==> src/rtl/snd_pkg.sv <==
// snd_pkg: shared types and defaults for the sound sample unpacker.
package snd_pkg;
   localparam int DW_DEF      = 16;
   localparam int AW_DEF      = 3;
   localparam int PREFILL_DEF = 4;
   localparam int FRAME_BYTES = 4;
   typedef enum logic [1:0] {B0 = 2'd0, B1 = 2'd1, B2 = 2'd2, B3 = 2'd3} byte_st_t;
   typedef enum logic {FILL = 1'b0, RUN = 1'b1} play_st_t;
endpackage

==> src/rtl/snd_word_fifo.sv <==
// snd_word_fifo: show-ahead synchronous word FIFO with sync clear.
module snd_word_fifo #(
   parameter int W  = 32,
   parameter int AW = 3
) (
   input  logic          clk,
   input  logic          reset_n,
   input  logic          clr,
   input  logic          push,
   input  logic          pop,
   input  logic [W-1:0]  din,
   output logic [W-1:0]  dout,
   output logic          full,
   output logic          empty,
   output logic [AW:0]   count
);
   logic [W-1:0]  mem [2**AW];
   logic [AW-1:0] wp, rp;
   logic          wr, rd;
   // a push into a full FIFO only lands when a pop frees the slot in the same cycle
   assign wr    = push && (!full || pop);
   assign rd    = pop && !empty;
   assign full  = count[AW];
   assign empty = count == '0;
   assign dout  = mem[rp];
   always_ff @(posedge clk or negedge reset_n)
      if (!reset_n) begin
         wp    <= '0;
         rp    <= '0;
         count <= '0;
      end else if (clr) begin
         wp    <= '0;
         rp    <= '0;
         count <= '0;
      end else begin
         if (wr) wp <= wp + 1'b1;
         if (rd) rp <= rp + 1'b1;
         count <= count + {{AW{1'b0}}, wr} - {{AW{1'b0}}, rd};
      end
   always_ff @(posedge clk)
      if (wr) mem[wp] <= din;
endmodule

==> src/rtl/snd_sample_unpack.sv <==
// snd_sample_unpack: assembles 4-byte frames into stereo samples and
// releases them one per sample tick after a FIFO prefill.
module snd_sample_unpack
   import snd_pkg::*;
#(
   parameter int DW      = DW_DEF,
   parameter int AW      = AW_DEF,
   parameter int PREFILL = PREFILL_DEF
) (
   input  logic          clk,
   input  logic          reset_n,
   input  logic          aclr,
   input  logic          byte_vld,
   input  logic [7:0]    byte_in,
   input  logic          smp_tick,
   output logic [DW-1:0] smp_l,
   output logic [DW-1:0] smp_r,
   output logic          smp_vld,
   output logic [AW:0]   fifo_cnt,
   output logic          ovf,
   output logic          unf,
   output logic          playing
);
   byte_st_t        bst;
   play_st_t        pst;
   logic [DW-1:0]   l;
   logic [7:0]      r_lo;
   logic            push, pop, full, empty;
   logic [2*DW-1:0] word, dout;
   assign push    = byte_vld && bst == B3;
   assign pop     = pst == RUN && smp_tick && !empty;
   assign word    = {l, byte_in, r_lo};
   assign playing = pst == RUN;
   snd_word_fifo #(.W(2*DW), .AW(AW)) u_fifo (
      .clk(clk), .reset_n(reset_n), .clr(aclr), .push(push), .pop(pop),
      .din(word), .dout(dout), .full(full), .empty(empty), .count(fifo_cnt)
   );
   always_ff @(posedge clk or negedge reset_n)
      if (!reset_n) begin
         bst     <= B0;
         pst     <= FILL;
         l       <= '0;
         r_lo    <= '0;
         smp_l   <= '0;
         smp_r   <= '0;
         smp_vld <= 1'b0;
         ovf     <= 1'b0;
         unf     <= 1'b0;
      end else if (aclr) begin
         bst     <= B0;
         pst     <= FILL;
         l       <= '0;
         r_lo    <= '0;
         smp_l   <= '0;
         smp_r   <= '0;
         smp_vld <= 1'b0;
         ovf     <= 1'b0;
         unf     <= 1'b0;
      end else begin
         if (byte_vld) begin
            bst <= byte_st_t'(bst + 2'd1);
            if (bst == B0) l[7:0]  <= byte_in;
            if (bst == B1) l[15:8] <= byte_in;
            if (bst == B2) r_lo    <= byte_in;
         end
         if (push && full && !pop) ovf <= 1'b1;
         smp_vld <= pop;
         if (pop) {smp_l, smp_r} <= dout;
         // an empty tick in RUN falls back to prefill rather than replaying stale data
         if (pst == RUN && smp_tick && empty) begin
            unf <= 1'b1;
            pst <= FILL;
         end else if (pst == FILL && fifo_cnt >= (AW+1)'(PREFILL))
            pst <= RUN;
      end
endmodule

==> config.mk <==
export PLATFORM = sky130hd
export DESIGN_NAME = snd_sample_unpack
export DESIGN_NICKNAME = d
export VERILOG_FILES = /design/src/rtl/snd_pkg.sv /design/src/rtl/snd_word_fifo.sv /design/src/rtl/snd_sample_unpack.sv
export SDC_FILE = /design/constraint.sdc
export NUM_CORES = 1
export LEC_CHECK = 0
export CORE_UTILIZATION = 40
export DETAILED_ROUTE_END_ITERATION = 10
export PLACE_DENSITY = 0.61
export SYNTH_ARGS = -nofsm -noshare
export SYNTH_HDL_FRONTEND = slang
export SYNTH_SLANG_ARGS = --single-unit
==> constraint.sdc <==
create_clock -name clk -period 5.02 [get_ports clk]
set_input_delay 1.004 -clock clk [delete_from_list [all_inputs] [get_ports clk]]
set_output_delay 1.004 -clock clk [all_outputs]
set_load 0.05 [all_outputs]
==> flow_summary_export.csv <==
group,metric,value,unit
synth,avgSynthCellArea,16.9,um^2
floorplanning,initial_core_util,40.6,%
critical_path,critPathMaxFanout,31,
placement,gp_congestion,0.715,
critical_path,worstPathRequired,5.19,ns
synth,ys_seq_elements,328,
clock_tree,clock-sinks,328,
sta,finalCriticalPeriod,3.19,ns
finish,drive_above_1_share,14.1,%
global_route,grt_pass1_vias,6891,
critical_path,crit_type,"in2reg",
pwr,leakage,4.84,nW
sta,grt_setup_unrepaired,"false",
pwr,p_switching,1.53,mW
routing,first_pass_iters,5,
routing,ant_nets,0,
sta,min_period_over_period,63.5,%
clock_tree,postCtsSetupRepairBufs,0,
pwr,p_int,4.76,mW
clock_tree,insertion_delay,0.51,ns
critical_path,cpPeakStageDelay,0.52,ns
clock_tree,cts_root_buf,"clkbuf_16",
synth,yosysWarnings,0,
global_route,grt-ovfl-total,0,
pwr,power.density,424,mW/mm^2
critical_path,ff2ff_path_depth,11,
finish,area_growth,15.8,%
synth,yosysUniqueCellTypes,37,
floorplanning,num_rows,65,
placement,post-place-cells,1180,
routing,detail_route.iter0.violations,414,
synth,post_synth_instance_area,0.0128,mm^2
critical_path,cpLargestDelayFamily,"simple AND/OR/NAND/NOR gates",
critical_path,r2r_setup_slack,2.09,ns
min_path,hp-class,"reg2reg",
critical_path,crit_end,"u_fifo.mem[4][19]",
critical_path,path_depth,6,
global_route,antenna_found_initial,0,
critical_path,startpoint_type,"input port",
sta,finalHoldViolations,0,
run_status,status,"complete, no violations",
clock_tree,cts_buffers,35,
synth,synth_top_area_share,60.0,%
clock_tree,clkTransAtPathRegs,0.07,ns
clock_tree,hold_buffers,0,
routing,wire_per_inst,20.3,um
routing,wl,25200,um
synth,synth_top_area_cell,"edfxtp_1",
routing,vias,6550,
critical_path,cp-startpoint,"byte_vld",
routing,vias_per_cell,5.27,
clock_tree,cts_max_level,2,
global_route,grt_pass1_wl,40200,um
floorplanning,ioPinCount,53,
finish,final_cell_area,0.0148,mm^2
synth,synth_nets,783,
critical_path,r2r_end,"u_fifo.count[2]",
critical_path,crit_top_cell,"buf_4",
critical_path,worst-endpoint-arrival,3.36,ns
floorplanning,dieArea,0.0328,mm^2
finish,nets,841,
clock_tree,cts.path.max_buffers,3,
floorplanning,core-area,0.0316,mm^2
global_route,grt_max_degree,51,
clock_tree,cts_tree,"yes",
sta,maxSlewViolCount,0,
sta,finalSetupViolCount,0,
synth,yosysSeqAreaShare,74.1,%
sta,tns,0,ns
floorplanning,die_w,181,um
flow_run,cap_violations,0,
finish,instances_no_fill,1243,
sta,worst_pin_slew,0.910,ns
pwr,clockPowerShare,39.2,%
sta,slew_headroom,39.3,%
pwr,ir_drop,0.343,mV
synth,synth-async-reset-ratio,22.0,%
floorplanning,die_y,181,um
clock_tree,ctsResizeCount,0,
routing,drc_errors,0,
sta,finClkSkew,0.0239,ns
synth,synth_edf_count,256,
critical_path,crit_slowest_cell,"nor2_4",
placement,io_buffers,52,
sta,max_freq,314,MHz
synth,synthMostInstantiatedCell,"edfxtp_1",
synth,ys.flop_type,"edfxtp_1",
synth,netlist_top_cells_count,"edfxtp_1 (256), dfrtp_1 (72), mux2i_1 (65), nor2_1 (49), o22ai_1 (32)",
critical_path,worstPathCellList,"clkdlybuf4s50_1 -> buf_4 -> nand2_1 -> or3_1 -> nor2_4 -> buf_4",
pwr,combPwrFrac,11.9,%
placement,dp_hpwl,14900,um
pwr,seq_power_share,48.9,%
synth,synth_area_leaders,"edfxtp_1 (60%), dfrtp_1 (14%), mux4_2 (5.1%), mux2i_1 (5.1%), a211oi_1 (1.6%)",
critical_path,crit_buf_inv,3,
critical_path,r2r_start,"u_fifo.count[3]",
finish,n_antenna_cell,0,
pwr,p_sw_share,24.3,%
placement,placed_area,0.0137,mm^2
min_path,hold_start,"unf",
synth,synth_cells,757,
critical_path,endpoint_kind,"flip-flop",
global_route,grt_usage,16.1,%
## worst min-delay path, stage by stage (launching register included)
cell     delay (ns)
dfrtp_1        0.35
nor2_1         0.05
nor2_1         0.07
## kinds of logic (layout without fill, tap and decap cells)
family / count (synthesis) / after routing / share of synthesized area [%]
compound gates: 100 / 100 / 5.11
xor+xnor: 5 / 5 / 0.342
fa+ha+maj: 13 / 13 / 1.33
buf+inv: 58 / 142 / 2.67
flops: 328 / 328 / 74.1
mux: 97 / 97 / 10.8
simple gates: 156 / 156 / 5.70
## how the worst min path moves through the flow
stage | to | slack, ns | cells after the start
4_1_cts | unf | 0.52 | 2
5_1_grt | smp_l[9] | 0.55 | 2
3_3_place_gp | unf | 0.49 | 2
2_1_floorplan | bst[1] | 0.54 | 2
3_5_place_dp | unf | 0.50 | 2
6_report | unf | 0.51 | 2
## cells in the final DEF, fill, tap and decap left out, types with 3 or more instances in the layout
master | Yosys | layout
edfxtp_1 | 256 | 256
dfrtp_1 | 72 | 70
mux2i_1 | 65 | 65
clkdlybuf4s50_1 | 0 | 50
nor2_1 | 49 | 43
clkbuf_16 | 0 | 37
o22ai_1 | 32 | 32
nand2_1 | 31 | 31
a21oi_1 | 30 | 30
mux4_2 | 29 | 29
nand3_1 | 28 | 28
nor3_1 | 30 | 28
a211oi_1 | 27 | 27
buf_4 | 7 | 17
clkbuf_1 | 18 | 13
ha_1 | 12 | 12
inv_1 | 9 | 9
nor3_2 | 5 | 7
nor2_4 | 0 | 6
clkbuf_8 | 0 | 6
a211oi_2 | 5 | 5
nor2b_1 | 4 | 4
xnor2_1 | 4 | 4
o21ai_0 | 3 | 3
mux4_1 | 3 | 3
clkinv_2 | 0 | 3
## flip-flops by register name, summed over array words and instances (netlist names)
name and count:
smp_vld 1, smp_l 16, bst 2, playing 1, ovf 1, l 16
unf 1, smp_r 16, u_fifo.rp 3, u_fifo.wp 3, u_fifo.mem 256, u_fifo.count 4
r_lo 8
## per-stage QoR
step / hold slack, ns / utilization, % / power (mW) / setup WS, ns
2_1_floorplan: 0.538 / - / 3.67 / 0.567
3_3_place_gp: 0.490 / 43.5 / 3.88 / 1.38
3_5_place_dp: 0.501 / 43.5 / 3.89 / 1.33
4_1_cts: 0.517 / 47.0 / 6.36 / 1.84
5_1_grt: 0.545 / 47.0 / 6.54 / 1.67
6_report: 0.514 / 47.0 / 6.29 / 1.83
## power groups by stage
stage          Clock (mW)  Combinational (mW)  Sequential, mW
6_report             2.47               0.751            3.07
5_1_grt              2.64               0.815            3.09
4_1_cts              2.52               0.761            3.08
3_5_place_dp            0               0.759            3.13
3_3_place_gp            0               0.755            3.13
2_1_floorplan           0               0.384            3.29
## area by class of cell
| cell class | count | area [um^2] |
|---|---|---|
| inverter | 10 | 37.5 |
| timing repair buffer | 69 | 653 |
| multi-input combinational | 371 | 3040 |
| clock buffer | 56 | 1060 |
| sequential | 328 | 9490 |
| fill | 2688 | 16700 |
| clock inverter | 7 | 60.1 |
| tap | 402 | 503 |
## layer usage
layer  global-route usage (%)  share of wire [%]  vias up
met2                     26.1                 49      142
met5                        0                  0        -
li1                         -                  -     3052
met1                     22.2                 46     3316
met3                     2.50                3.9       40
met4                     5.08                2.0        0
No activity file was read; power rests on OpenSTA's default activity.
